[src/rtl/sat_counter.sv]
// Saturating up-counter with synchronous clear. A clear that coincides with
// an increment leaves the counter at 1 so that event is not lost.
module sat_counter #(
  parameter int unsigned W = 8
) (
  input  logic         clk,
  input  logic         rst,
  input  logic         inc,
  input  logic         clr,
  output logic [W-1:0] count
);

  // Count events, holding at all-ones instead of wrapping.
  // NOTE: sequential state uses non-blocking assignments so every flop samples
  // pre-edge values regardless of block evaluation order.
  always_ff @(posedge clk or posedge rst) begin
    if (rst) begin
      count <= '0;
    end else if (clr) begin
      count <= inc ? W'(1) : '0;
    end else if (inc && (count != '1)) begin
      count <= count + 1'b1;
    end
  end

endmodule

[config.mk]
export PLATFORM = sky130hd
export DESIGN_NAME = sat_counter
export DESIGN_NICKNAME = d
export VERILOG_FILES = /design/src/rtl/sat_counter.sv
export SDC_FILE = /design/constraint.sdc
export NUM_CORES = 1
export LEC_CHECK = 0
export CAP_MARGIN = 40
export CORE_AREA = 4 4 41 43
export DETAILED_ROUTE_END_ITERATION = 7
export DIE_AREA = 0 0 45 47
export GPL_TIMING_DRIVEN = 0
export MAX_ROUTING_LAYER = met4
export PLACE_DENSITY_LB_ADDON = 0.05
export RECOVER_POWER = 50
export SYNTH_ARGS = -nofsm -noshare
export SYNTH_HDL_FRONTEND = slang
export SYNTH_SLANG_ARGS = --single-unit
[constraint.sdc]
create_clock -name clk -period 1.72 [get_ports clk]
set_input_delay 0.344 -clock clk [delete_from_list [all_inputs] [get_ports clk]]
set_output_delay 0.344 -clock clk [all_outputs]
set_load 0.005 [all_outputs]
==> results of run 1 <==
cells by family (layout without fill, tap and decap cells):
kind of cell / after synthesis / in the layout / synth area share (%)
AOI/OAI and AO/OA: 15 / 15 / 24.4
adders and majority gates: 1 / 1 / 2.78
buffers and inverters: 4 / 18 / 3.33
DFF: 8 / 8 / 44.4
muxes: 1 / 1 / 2.22
and+or+nand+nor: 18 / 18 / 22.8
worst max path at each step:
stage                     slack, ns  cells after the start  endpoint
after floorplan                0.28                      4  count[7]
after global placement        -0.02                      4  count[7]
after detailed placement      -0.03                      4  count[7]
after CTS                      0.11                      1  count[3]
after global routing           0.04                      4  count[7]
final                           0.1                      1  count[3]
cell usage after synthesis (all sizes together):
library cell  number
and4               1
inv                4
ha                 1
nand3              3
nand2b             1
nor3               1
nand4              3
and3               1
a21oi              3
o211ai             1
o21ai              2
o311a              1
o311ai             2
mux2i              1
nand2              6
dfrtp              8
o41ai              1
a211oi             3
or4                1
a21boi             1
or3                1
o21bai             1
cell type report:
class,count,share of cell area (%)
inverters,4,2.49
multi-input cells,35,39.1
repair buffers,11,18.3
flip-flops and latches,8,33.3
well taps,15,3.12
clock buffers,3,3.74
where the power goes:
group / internal [W] / switching, W
Clock: 0.0000800 / 0.0000670
Combinational: 0.0000275 / 0.0000262
Sequential: 0.000195 / 0.00000996
Total: 0.000303 / 0.000103
per-layer routing:
| layer | GRT usage (%) | wire (um) | up-vias |
|---|---|---|---|
| met5 | - | 0 | - |
| met4 | 7.02 | 34 | 0 |
| met3 | 3.07 | 82 | 7 |
| met2 | 20.6 | 558 | 23 |
| met1 | 13.5 | 462 | 212 |
| li1 | - | - | 216 |
per-stage QoR:
| step | area (sq um) | utilization, % | TNS, ns | setup slack [ns] |
|---|---|---|---|---|
| 2_1_floorplan | 450 | - | 0 | 0.281 |
| 3_3_place_gp | 579 | 44.5 | -0.0152 | -0.0152 |
| 3_5_place_dp | 579 | 44.5 | -0.0623 | -0.0347 |
| 4_1_cts | 602 | 46.3 | 0 | 0.106 |
| 5_1_grt | 602 | 46.3 | 0 | 0.0433 |
| 6_report | 602 | 46.3 | 0 | 0.0958 |
==> impl_metrics.py, run 1 <==
metrics = {
    "synthesis": {
        "synthTopCellsByArea": "dfrtp_1 (44%), a211oi_1 (5.0%), nand2_1 (5.0%)",
        "ys_types": 24,
        "yosys_warnings": 0,
        "ys_seq_area_share_pct": 44.4,
        "netlist_area_sq_um": 450,
        "yosys.area.top_type": "dfrtp_1",
        "yosysTopAreaCellShare_pct": 44.4,
        "synth_seq_cells": 8,
        "syn_nets": 52,
        "synthCells": 47,
        "avgSynthCellArea_sq_um": 9.58,
    },
    "worst_setup_path": {
        "cp.arrival_ns": 1.28,
        "crit_required_ns": 1.38,
        "ff2ff_setup_slack_ns": 0.12,
        "slowest_stage": "clkdlybuf4s50_1",
        "worstSetupStartpointType": "flip-flop",
        "reg2reg_depth": 4,
        "path_class": "flip-flop to output port",
        "r2r_end": "count[7]",
        "path_buf_inv": 1,
        "end_kind": "output port",
        "timing.rr.start": "count[0]",
        "cp-startpoint": "count[3]",
        "cp_top_family": "buffers and inverters",
        "worstPathCellList": "clkdlybuf4s50_1",
        "crit_fanout": 8,
        "crit_path_max_incr_delay_ns": 0.55,
    },
    "sta": {
        "worstMarginPinSlew_ns": 0.319,
        "hold_slack_ns": 0.472,
        "min_period_over_period_pct": 94.4,
        "fmax_mhz": 616,
        "slew_viol_final": 0,
        "skew_ns": 0.00226,
        "finalSetupViolations": 0,
        "fin_crit_ns": 1.62,
        "rsz0062_at_grt": "false",
        "hold_viol": 0,
        "maxSlewHeadroom_pct": 78.5,
    },
    "worst_hold_path": {
        "hold_class": "primary input to async pin",
    },
    "finish": {
        "drive_above_1_share_pct": 8.20,
        "regMostFlops": "count",
        "fin_cells": 76,
        "nets": 68,
        "largest_reg_flops": 8,
        "syn_to_final_growth_pct": 33.6,
        "final_cell_mix": "clkdlybuf4s50_1 (9), dfrtp_1 (8), nand2_1 (6), inv_1 (4)",
        "final_common_cell": "clkdlybuf4s50_1",
        "reg_top3": "count: 8 flops",
        "diodes": 0,
        "fill_cells": 133,
        "seq_area_sq_um": 200,
        "multi_input_area_sq_um": 235,
    },
    "floorplan": {
        "die_h_um": 47,
        "die_w_um": 45,
        "std_cell_rows": 13,
        "initial_utilization_pct": 34.6,
        "core_sq_mm": 0.00130,
        "dieArea_sq_mm": 0.00212,
        "io_pins": 12,
    },
    "clocking": {
        "post-cts-setup-buffers": 0,
        "cts.path.max_buffers": 2,
        "cts_resized": 0,
        "clock_latency_ns": 0.26,
        "hold_buffers": 0,
        "cts_tree": "built",
        "h-tree-depth": 1,
        "numCtsBuffers": 3,
        "root_buffer": "clkbuf_4",
        "cts.sinks": 8,
        "clk_pin_slew_ns": 0.05,
    },
    "routing": {
        "first_pass_iters": 4,
        "wl_per_cell_um": 15.0,
        "via_count": 458,
        "drt_iter0_markers": 2,
        "finalWirelength_mm": 1.14,
        "viasPerCell": 6.03,
        "antenna_left": 0,
        "drc_errors": 0,
    },
    "placed_design": {
        "port-buffer-count": 11,
        "place_congestion": 0.867,
        "placed_cells": 73,
        "dpl.hpwl_um": 845,
    },
    "global_route": {
        "grt-ovfl-total": 0,
        "grt.total_usage_pct": 12.4,
        "antenna_found_initial": 0,
        "first_global_vias": 421,
        "grt_pass1_wl_mm": 1.81,
        "grt_max_degree": 9,
    },
    "outcome": {
        "status": "finished, final reports clean",
    },
    "run": {
        "timing.max_cap.violations": 0,
    },
    "power_and_ir_drop": {
        "p_total_w": 0.000406,
        "p_leak_nw": 0.244,
        "p_per_area_mw_per_mm2": 675,
        "ir_drop_v": 0.000358,
    },
}
Note: power is estimated with default switching activity, not from simulation.
==> run 2: changes to the inputs <==
--- a/config.mk
+++ b/config.mk
@@ -13,6 +13,7 @@
 export MAX_ROUTING_LAYER = met4
 export PLACE_DENSITY_LB_ADDON = 0.05
 export RECOVER_POWER = 50
+export SKIP_CTS_REPAIR_TIMING = 1
 export SYNTH_ARGS = -nofsm -noshare
 export SYNTH_HDL_FRONTEND = slang
 export SYNTH_SLANG_ARGS = --single-unit
==> results of run 2 <==
No change in the layout: final DEF, timing and power equal those of run 1.
